===== src/rtl/ps2_scan_receiver.sv =====
// PS/2 device-to-host receiver: synchronises and filters the pins, deserialises
// 11-bit frames and folds the F0 (break) and E0 (extended) prefixes into flags
// that travel with the next non-prefix scan code.
module ps2_scan_receiver #(
  parameter int FILTER_LEN     = 8,
  parameter int TIMEOUT_CYCLES = 100000
) (
  input  logic       clk,
  input  logic       rst,
  input  logic       ps2_clk,
  input  logic       ps2_data,
  output logic [7:0] scan_code,
  output logic       is_break_code,
  output logic       is_extended,
  output logic       code_valid,
  output logic       frame_error
);
  localparam int FW = $clog2(FILTER_LEN + 1);
  localparam int TW = $clog2(TIMEOUT_CYCLES + 1);

  typedef enum logic [1:0] {IDLE, DATA, PARITY, STOP} state_t;

  logic          clk_s1, clk_s2, data_s1, data_s2;
  logic          clk_filt;
  logic [FW-1:0] flt_cnt;
  logic          fall;
  state_t        state;
  logic [2:0]    bit_cnt;
  logic [7:0]    shreg;
  logic          par;
  logic [TW-1:0] tmo_cnt;
  logic          brk_pend, ext_pend;

  // Two-flop synchronisers; idle level of both pins is high.
  always_ff @(posedge clk or posedge rst) begin
    if (rst) begin
      clk_s1  <= 1'b1;
      clk_s2  <= 1'b1;
      data_s1 <= 1'b1;
      data_s2 <= 1'b1;
    end else begin
      clk_s1  <= ps2_clk;
      clk_s2  <= clk_s1;
      data_s1 <= ps2_data;
      data_s2 <= data_s1;
    end
  end

  // Filtered clock flips only after FILTER_LEN consecutive samples disagree with it.
  always_ff @(posedge clk or posedge rst) begin
    if (rst) begin
      clk_filt <= 1'b1;
      flt_cnt  <= '0;
    end else if (clk_s2 == clk_filt) begin
      flt_cnt  <= '0;
    end else if (flt_cnt == FW'(FILTER_LEN - 1)) begin
      clk_filt <= clk_s2;
      flt_cnt  <= '0;
    end else begin
      flt_cnt  <= flt_cnt + 1'b1;
    end
  end

  // A fall is the cycle in which the filtered clock is about to go 1->0.
  assign fall = clk_filt & ~clk_s2 & (flt_cnt == FW'(FILTER_LEN - 1));

  // Frame FSM with timeout, prefix tracking and registered strobes.
  always_ff @(posedge clk or posedge rst) begin
    if (rst) begin
      state         <= IDLE;
      bit_cnt       <= '0;
      shreg         <= '0;
      par           <= 1'b0;
      tmo_cnt       <= '0;
      brk_pend      <= 1'b0;
      ext_pend      <= 1'b0;
      scan_code     <= '0;
      is_break_code <= 1'b0;
      is_extended   <= 1'b0;
      code_valid    <= 1'b0;
      frame_error   <= 1'b0;
    end else begin
      code_valid  <= 1'b0;
      frame_error <= 1'b0;
      // A fall in the same cycle wins over an expiring timeout.
      if (state != IDLE && !fall && tmo_cnt == TW'(TIMEOUT_CYCLES - 1)) begin
        state       <= IDLE;
        tmo_cnt     <= '0;
        frame_error <= 1'b1;
        brk_pend    <= 1'b0;
        ext_pend    <= 1'b0;
      end else begin
        if (state == IDLE || fall) tmo_cnt <= '0;
        else                       tmo_cnt <= tmo_cnt + 1'b1;
        if (fall) begin
          case (state)
            IDLE: begin
              if (!data_s2) begin
                state   <= DATA;
                bit_cnt <= '0;
              end
            end
            DATA: begin
              shreg[bit_cnt] <= data_s2;
              if (bit_cnt == 3'd7) state <= PARITY;
              else                 bit_cnt <= bit_cnt + 1'b1;
            end
            PARITY: begin
              par   <= data_s2;
              state <= STOP;
            end
            STOP: begin
              state <= IDLE;
              if (data_s2 && (^{shreg, par})) begin
                if (shreg == 8'hF0) begin
                  brk_pend <= 1'b1;
                end else if (shreg == 8'hE0) begin
                  ext_pend <= 1'b1;
                end else begin
                  scan_code     <= shreg;
                  is_break_code <= brk_pend;
                  is_extended   <= ext_pend;
                  code_valid    <= 1'b1;
                  brk_pend      <= 1'b0;
                  ext_pend      <= 1'b0;
                end
              end else begin
                frame_error <= 1'b1;
                brk_pend    <= 1'b0;
                ext_pend    <= 1'b0;
              end
            end
            default: state <= IDLE;
          endcase
        end
      end
    end
  end
endmodule


===== config.mk =====
export PLATFORM = sky130hd
export DESIGN_NAME = ps2_scan_receiver
export DESIGN_NICKNAME = d
export VERILOG_FILES = /design/src/rtl/ps2_scan_receiver.sv
export SDC_FILE = /design/constraint.sdc
export NUM_CORES = 1
export LEC_CHECK = 0
export ABC_AREA = 0
export BUFFER_PORTS_ARGS = -buffer_cell sky130_fd_sc_hd__buf_2
export CAP_MARGIN = 25
export CORE_UTILIZATION = 50
export CTS_BUF_LIST = sky130_fd_sc_hd__clkbuf_8
export CTS_CLUSTER_SIZE = 30
export DETAILED_ROUTE_END_ITERATION = 8
export GPL_TIMING_DRIVEN = 0
export PLACE_DENSITY = 0.72
export SLEW_MARGIN = 10
export SYNTH_ARGS = -nofsm -noshare
export SYNTH_HDL_FRONTEND = slang
export SYNTH_SLANG_ARGS = --single-unit

===== constraint.sdc =====
create_clock -name clk -period 5.96 [get_ports clk]
set_input_delay 0.596 -clock clk [delete_from_list [all_inputs] [get_ports clk]]
set_output_delay 0.596 -clock clk [all_outputs]
set_load 0.1 [all_outputs]

==> results.cfg, run 1 <==
[clock_tree]
clock_latency_reported_for_the_late_side_of_the_worst_skew_pair_ps = 310
clock-root-buffer = clkbuf_8
clk_pin_slew_worst_paths_ps = 110
cts_hold_buf = 0
cts-buffers-inserted = 5
cts.sinks = 54
cts.repair.resized = 0
cts_buffer_depth = 2
cts_post_setup_buffers_inserted = 0
tritoncts = built
htree_num_levels = 2

[global_route]
global_route.usage.total_pct = 17.3
globalRouteOverflowTotal = 0
first_global_vias = 1827
antenna_found_initial = 0
grt_start_max_net_pins = 39
grt_pass1_wl_mm = 8.00

[setup_path]
critical_path.reg2reg.startpoint = shreg[3]
critPathLaunch = shreg[3]
path_class = reg -> reg
crit_path_top_delay_cell = xnor3_2
crit-reg2reg-capture = scan_code[4]
arrival_worst_endpoint_ps = 2670
critical_path.max_fanout = 9
critPathTopFamily = XOR/XNOR gates
timing.reg2reg.worst_path_depth = 6
critical-path-max-stage-delay_ps = 560
worstSetupPathDepth = 6
worstPathBufferInverterCount = 0
setup.worst_path.end = scan_code[4]
timing.reg2reg.setup_slack_ps = 3480
end_kind = register
critical_path.startpoint_type = register
crit_top_cell = mux2_4
timing.critical_path.cells = xnor3_2 -> xnor2_4 -> mux2_4 -> a211o_2 -> nand3_4 -> mux2_4
critical_path_required_ps = 6160

[floorplan]
die_width_um = 76.2
dieArea_um2 = 5810
fp.dieH_um = 76.2
boundaryPins = 16
starting_density_pct = 52.9
coreArea_um2 = 5200
row_count = 26

[sta]
fmaxAchievable_mhz = 404
report.final.hold_viol_count = 0
rsz0062_at_grt = no
tightestPinTransition_ps = 485
final_period_minus_worst_setup_slack_ps = 2480
tns_ps = 0
final_max_slew_viol_count = 0
setup-violations-final = 0
timing.final.crit_share_pct = 41.6
maxSlewHeadroom_pct = 67.9
final_hold_slack_ps = 247
final_skew_ps = 15.2

[routing]
drt_drc_violations_left = 0
number_of_drc_markers_in_iteration_0 = 79
viasPerCell = 5.15
postRouteWirelength_mm = 4.46
detail-route-antenna-nets = 0
route.vias.total = 1809
dr.pass1.iters = 4
avgRoutedWirePerCell_um = 12.7

[final_layout]
fillCellCount = 447
layout.nets = 294
most-common-layout-cells = dfrtp_1 (49), nor2_1 (37), nand2_1 (21), buf_2 (16), xnor2_1 (12)
insertedDiodeCount = 0
most_common_library_cell_in_the_layout_ignoring_fill_and_taps = dfrtp_1
growth_of_design_area_from_synthesis_to_finish_pct = 10.9
layout-drive-gt1-share_pct = 19.6

[logic_synthesis]
postSynthCellCount = 257
syn-cell-area_um2 = 2750
synth-warning-count = 0
synth_enable_flop_cells = 0
synthFlopType = dfrtp_1
synth.yosys.seq_area_share_pct = 49.3
ys_types = 47
ys_async_sr_fraction_pct = 100
ys_seq_elements = 54
synth_area_per_cell_um2 = 10.7
synth_nets = 271

[pwr]
p_leak_nw = 1.38
ir_worst_vdd_uv = 116
power.density_nw_per_um2 = 218
totalPowerFinal_mw = 0.665

[job]
max_cap_viol_count = 0

[placement]
port-buffer-count = 15
dpl.hpwl_mm = 3.30
gp_congestion = 0.760

[outcome]
run_status = complete, no violations

[hold_path]
hold_path.class = in -> async
-- worst min path at each step --
| stage | end | cells after the start | slack, ps | start |
|---|---|---|---|---|
| after floorplan | clk_s2 | 0 | 350 | clk_s1 |
| after global placement | clk_s2 | 0 | 350 | clk_s1 |
| after detailed placement | data_s2 | 0 | 350 | data_s1 |
| after CTS | scan_code[1] | 2 | 260 | rst |
| after global routing | scan_code[1] | 2 | 270 | rst |
| final | scan_code[0] | 2 | 250 | rst |
-- worst register-to-register path: cells and delay by family (launching register included) --
kind | cells | cell delay [ps]
simple gates | 1 | 150
flops | 1 | 440
compound gates | 1 | 340
mux | 2 | 640
xor+xnor | 2 | 800
-- cell usage after synthesis, drive strengths merged (2+ instances only) --
| cell type | count | area [um^2] |
|---|---|---|
| nor2 | 37 | 139 |
| buf | 2 | 8.75 |
| clkbuf | 5 | 20.0 |
| nand2 | 21 | 78.8 |
| dfstp | 5 | 131 |
| mux2 | 17 | 218 |
| nor3 | 8 | 40.0 |
| nor4b | 2 | 17.5 |
| o21ai | 9 | 45.0 |
| xnor3 | 2 | 46.3 |
| and2 | 3 | 18.8 |
| nand3 | 11 | 67.6 |
| inv | 10 | 37.5 |
| nand4 | 6 | 37.5 |
| xor2 | 11 | 104 |
| and3 | 3 | 18.8 |
| a21oi | 6 | 30.0 |
| xnor2 | 14 | 149 |
| dfrtp | 49 | 1230 |
| or3 | 2 | 12.5 |
| o2bb2ai | 2 | 17.5 |
| nor2b | 4 | 25.0 |
| ha | 10 | 125 |
| nand2b | 4 | 25.0 |
-- where the power goes --
group	switching (mW)	internal, mW
sequential	0.00640	0.377
combinational	0.0189	0.0127
clock	0.122	0.127
-- registers in the layout, summed over array words and instances (netlist names), 2 cells and up --
signal,count
bit_cnt,3
shreg,8
flt_cnt,4
scan_code,8
state,2
tmo_cnt,17
-- kinds of logic after synthesis --
group                    Yosys count  synth area share [%]
AND/OR/NAND/NOR                  106                  18.8
AO/OA/AOI/OAI                     25                  5.82
multiplexers                      18                  8.27
adder cells (fa/ha/maj)           10                  4.54
flip-flops                        54                  49.3
buffers and inverters             17                  2.41
XOR/XNOR                          27                  10.9
-- cell type report --
cell class | instances | area, um^2 | area share [%]
sequential | 54 | 1360 | 44.5
multi-input combinational | 186 | 1330 | 43.6
timing repair buffer | 16 | 95.1 | 3.11
tap | 70 | 87.6 | 2.87
clock buffer | 5 | 68.8 | 2.25
clock inverter | 3 | 47.5 | 1.56
inverter | 10 | 37.5 | 1.23
buffer | 7 | 28.8 | 0.943
-- through the flow --
step	cells	setup slack, ps	area (um^2)	util (%)
after global routing	351	3310	3050	58.7
after CTS	351	3470	3050	58.7
after detailed placement	343	3500	2940	56.4
final	351	3480	3050	58.7
after global placement	342	3390	2920	56.0
after floorplan	257	3650	2750	-
-- metal layers --
metal	global-route usage [%]	vias to the layer above	share of wire, %
li1	-	917	-
met1	20.6	852	45
met2	30.0	29	50
met3	3.83	11	2.9
met4	7.12	0	2.3
met5	0	-	0
(Power assumes the default switching activity.)
==> inputs of run 2 (changes only) <==
--- a/config.mk
+++ b/config.mk
@@ -13,7 +13,7 @@
 export CTS_CLUSTER_SIZE = 30
 export DETAILED_ROUTE_END_ITERATION = 8
 export GPL_TIMING_DRIVEN = 0
-export PLACE_DENSITY = 0.72
+export PLACE_DENSITY = 0.75
 export SLEW_MARGIN = 10
 export SYNTH_ARGS = -nofsm -noshare
 export SYNTH_HDL_FRONTEND = slang
==> constraint.sdc (replaced) <==
create_clock -name clk -period 2.1 [get_ports clk]
set_input_delay 0.21 -clock clk [delete_from_list [all_inputs] [get_ports clk]]
set_output_delay 0.21 -clock clk [all_outputs]
set_load 0.1 [all_outputs]
==> run 2 against run 1 <==
Compared with the run above:
- the run now ends with setup timing left
- die area unchanged
- hold slack better by 110 ps
- sequential power grew to 2.8 times the previous value
- register-to-register slack got worse by 3600 ps
- critical path depth is the same
- utilization rose by 3.1 points
- critical endpoint is now is_break_code
- largest power group unchanged
- highest routed layer unchanged
==> results.cfg, run 2 (synthesis gave the netlist of run 1 again) <==
[floorplan]
die_width_um = 76.2
dieArea_um2 = 5810
starting_density_pct = 52.9
row_count = 26
fp.dieH_um = 76.2
coreArea_um2 = 5200
boundaryPins = 16

[pwr]
p_leak_nw = 1.46
relative_contribution_of_combinational_cells_to_total_power_pct = 5.6
power.net_switching_mw = 0.422
ir_worst_vdd_uv = 372
power.density_nw_per_um2 = 550
clkPwrFrac_pct = 32.9
sw_frac_of_total_pct = 23.9
totalPowerFinal_mw = 1.77
intPower_mw = 1.35
seq_power_share_pct = 61.6

[sta]
tns_ps = -999
final_max_slew_viol_count = 0
report.final.hold_viol_count = 0
tightestPinTransition_ps = 518
timing.final.crit_share_pct = 108
setup-violations-final = 8
maxSlewHeadroom_pct = 65.4
fmaxAchievable_mhz = 442
layout_setup_ws_ps = -164
final_hold_slack_ps = 361
final_period_minus_worst_setup_slack_ps = 2260
final_skew_ps = 15.3
rsz0062_at_grt = yes

[clock_tree]
cts-buffers-inserted = 5
cts_buffer_depth = 2
clock-root-buffer = clkbuf_8
cts.sinks = 54
clk_pin_slew_worst_paths_ps = 100
clock_latency_reported_for_the_late_side_of_the_worst_skew_pair_ps = 310
htree_num_levels = 2
tritoncts = built

[global_route]
grt_pass1_wl_mm = 8.83
antenna_found_initial = 0
first_global_vias = 1980
global_route.usage.total_pct = 19.1
grt_start_max_net_pins = 32
globalRouteOverflowTotal = 0

[final_layout]
growth_of_design_area_from_synthesis_to_finish_pct = 16.8
layout.nets = 308
layout-drive-gt1-share_pct = 26.4
most-common-layout-cells = dfrtp_1 (48), nor2_1 (36), nand2_1 (21), buf_2 (16), xnor2_1 (12)
finalCoreUtilization_pct = 61.8
largest_register_by_flop_count = tmo_cnt
largest_reg_flops = 17
insertedDiodeCount = 0
most_common_library_cell_in_the_layout_ignoring_fill_and_taps = dfrtp_1
reg.largest.list = tmo_cnt (17), scan_code (8), shreg (8)
stdcell_area_um2 = 3220
layout.cells.non_filler = 365

[setup_path]
critical_path.reg2reg.startpoint = shreg[4]
critPathLaunch = shreg[4]
critical_path_required_ps = 2300
path_class = reg -> reg
critical_path.max_fanout = 5
arrival_worst_endpoint_ps = 2470
end_kind = register
critical_path.startpoint_type = register
timing.reg2reg.setup_slack_ps = -160

[placement]
gp_congestion = 0.783
placement.setup.worst_slack_ps = -355
dpl.hpwl_mm = 3.43
instance_area_after_placement_um2 = 2940
dp_cells = 343
port-buffer-count = 15

[routing]
postRouteWirelength_mm = 5.07
avgRoutedWirePerCell_um = 13.9
number_of_drc_markers_in_iteration_0 = 90
viasPerCell = 5.28
dr.pass1.iters = 5
route.vias.total = 1927
detail-route-antenna-nets = 0
drt_drc_violations_left = 0

[hold_path]
hold_path.class = reg -> reg
worstHoldStart = data_s1

[outcome]
run_status = finished with violations
violations = setup timing

[job]
max_cap_viol_count = 0
-- run 2: cell types whose count changed in the layout (fill, tap and decap cells not counted), moves of 3 or more --
cell / before / now
dlygate4sd3_1: 0 / 3
buf_4: 0 / 9
clkbuf_1: 4 / 1
buf_6: 0 / 3
-- run 2: area by class of cell --
class	instances	area, um^2
Clock inverter	3	21.3
Buffer	5	25.0
Timing Repair Buffer	31	226
Inverter	10	37.5
Multi-Input combinational cell	187	1390
Sequential cell	54	1360
Fill cell	403	1990
Tap cell	70	87.6
Clock buffer	5	68.8
-- run 2: final timing paths --
path | endpoint | depth (start not counted)
setup reg to reg | is_break_code | 6
min in group asynchronous | is_extended | 3
hold reg to reg | data_s2 | 0
setup / recovery | is_break_code | 6
hold / removal | data_s2 | 0
max in group asynchronous | data_s2 | 4
-- run 2: layer usage --
metal  part of all wire [%]  global-route usage, %  vias up
met4                    2.6                   8.85        0
met3                    2.0                   3.71       13
met5                      0                      0        -
met1                     44                   23.3      936
li1                       -                      -      948
met2                     51                   32.7       30
-- run 2: worst max-delay path, cell delays in order, from the launching register on --
cell and delay, ps:
dfrtp_2 430, xnor3_2 420, xnor2_4 180, mux2_4 330
a211o_4 360, nand3_4 130, mux2_4 310
-- run 2: repair_timing --
action	CTS	global route
hold buffers	3	0
endpoints found under the hold margin	25	0
gates resized for setup	7	12
cloned	1	0
buffers inserted	8	4
pin swaps	4	5
setup endpoints to repair	28	31
-- run 2: power groups by stage --
stage	clock [mW]	combinational, mW	sequential, mW
floorplan	0	0.0688	1.10
global placement	0	0.0877	1.11
detailed placement	0	0.0935	1.11
CTS	0.596	0.0991	1.09
global route	0.638	0.117	1.09
finish	0.581	0.0990	1.09
==> inputs of run 3 (changes only) <==
--- a/config.mk
+++ b/config.mk
@@ -18,3 +18,4 @@
 export SYNTH_ARGS = -nofsm -noshare
 export SYNTH_HDL_FRONTEND = slang
 export SYNTH_SLANG_ARGS = --single-unit
+export TNS_END_PERCENT = 30
==> run 3 against run 2 <==
Compared with the run above:
- the run still ends with setup timing left
- final area down 0.12%
- via count unchanged
- combinational power about the same
- critical path type unchanged
- largest cell class unchanged
==> results.cfg, run 3 (synthesis gave the netlist of run 1 again) <==
[final_layout]
growth_of_design_area_from_synthesis_to_finish_pct = 16.7
largest_register_by_flop_count = tmo_cnt
layout-drive-gt1-share_pct = 26.4
most_common_library_cell_in_the_layout_ignoring_fill_and_taps = dfrtp_1
layout.nets = 308
reg.largest.list = tmo_cnt (17), scan_code (8), shreg (8)
most-common-layout-cells = dfrtp_1 (48), nor2_1 (36), nand2_1 (21), buf_2 (16), xnor2_1 (12)
insertedDiodeCount = 0
stdcell_area_um2 = 3210
largest_reg_flops = 17

[sta]
setup-violations-final = 8
tns_ps = -995
maxSlewHeadroom_pct = 65.4
report.final.hold_viol_count = 0
rsz0062_at_grt = yes
layout_setup_ws_ps = -164
timing.final.crit_share_pct = 108
final_skew_ps = 15.3
tightestPinTransition_ps = 519
final_hold_slack_ps = 361
final_period_minus_worst_setup_slack_ps = 2260
fmaxAchievable_mhz = 442
final_max_slew_viol_count = 0

[floorplan]
row_count = 26
boundaryPins = 16
fp.dieH_um = 76.2
die_width_um = 76.2
dieArea_um2 = 5810
starting_density_pct = 52.9
coreArea_um2 = 5200

[hold_path]
hold_path.class = reg -> reg

[setup_path]
critical_path.startpoint_type = register
arrival_worst_endpoint_ps = 2470
path_class = reg -> reg
end_kind = register
critical_path_required_ps = 2300
critical_path.max_fanout = 5

[placement]
instance_area_after_placement_um2 = 2940
port-buffer-count = 15
placement.setup.worst_slack_ps = -355
dpl.hpwl_mm = 3.43
gp_congestion = 0.783

[global_route]
grt_pass1_wl_mm = 8.80
global_route.usage.total_pct = 19.1
first_global_vias = 1977
globalRouteOverflowTotal = 0
grt_start_max_net_pins = 32
antenna_found_initial = 0

[clock_tree]
clock-root-buffer = clkbuf_8
cts.sinks = 54
tritoncts = built
htree_num_levels = 2
cts-buffers-inserted = 5
clock_latency_reported_for_the_late_side_of_the_worst_skew_pair_ps = 310
cts_buffer_depth = 2
clk_pin_slew_worst_paths_ps = 100

[pwr]
ir_worst_vdd_uv = 372
power.density_nw_per_um2 = 551
p_leak_nw = 1.46

[routing]
dr.pass1.iters = 5
avgRoutedWirePerCell_um = 13.9
postRouteWirelength_mm = 5.08
drt_drc_violations_left = 0
number_of_drc_markers_in_iteration_0 = 77
route.vias.total = 1927
detail-route-antenna-nets = 0
viasPerCell = 5.28

[job]
max_cap_viol_count = 0

[outcome]
run_status = finished with violations
violations = setup timing
[run 3: cell counts in the layout (fill, tap and decap cells not counted)]
No cell type changed its count.
[run 3: critical path, cell delays in order, from the launching register on]
cell,delay [ps]
dfrtp_2,430
xnor3_2,420
xnor2_4,180
mux2_4,330
a211o_4,360
nand3_4,130
mux2_4,310
[run 3: final cells by class]
cell class | count | area, um^2
Buffer | 5 | 25.0
Clock buffer | 5 | 68.8
Clock inverter | 3 | 21.3
Fill cell | 404 | 1990
Inverter | 10 | 37.5
Multi-Input combinational cell | 187 | 1390
Sequential cell | 54 | 1360
Tap cell | 70 | 87.6
Timing Repair Buffer | 31 | 223
[run 3: routing by layer]
layer  routed length (um)  GRT usage, %  part of all wire [%]
met4                  134          9.04                   2.6
met5                    0             0                     0
met2                 2590          32.5                    51
met1                 2250          23.2                    44
met3                  103          3.71                   2.0
[run 3: final timing paths]
path	from	endpoint	slack [ps]	cells after the start
max in group asynchronous	rst	data_s2	1010	4
min in group asynchronous	rst	is_extended	460	3
hold reg to reg	data_s1	data_s2	360	0
hold / removal	data_s1	data_s2	360	0
setup / recovery	shreg[4]	is_break_code	-160	6
setup reg to reg	shreg[4]	is_break_code	-160	6
[run 3: timing repair]
| item | CTS | global route |
|---|---|---|
| hold buffers | 3 | 0 |
| resized for setup | 7 | 11 |
| endpoints found under the hold margin | 25 | 0 |
| gates cloned | 1 | 0 |
| setup endpoints to repair | 28 | 31 |
| pin swaps | 4 | 5 |
| setup buffers | 7 | 5 |
[run 3: metrics by stage]
stage                     util [%]  instances  power [mW]
final                         61.7        365        1.77
after global routing          61.7        365        1.85
after CTS                     60.5        360        1.78
after detailed placement      56.4        343        1.20
after global placement        56.0        342        1.20
after floorplan                  -        257        1.17
[run 3: report_power, final]
part	switching [mW]	internal, mW	leakage (nW)
clock network	0.346	0.235	0.0441
logic	0.0575	0.0415	0.687
registers	0.0185	1.07	0.733
total	0.422	1.35	1.46
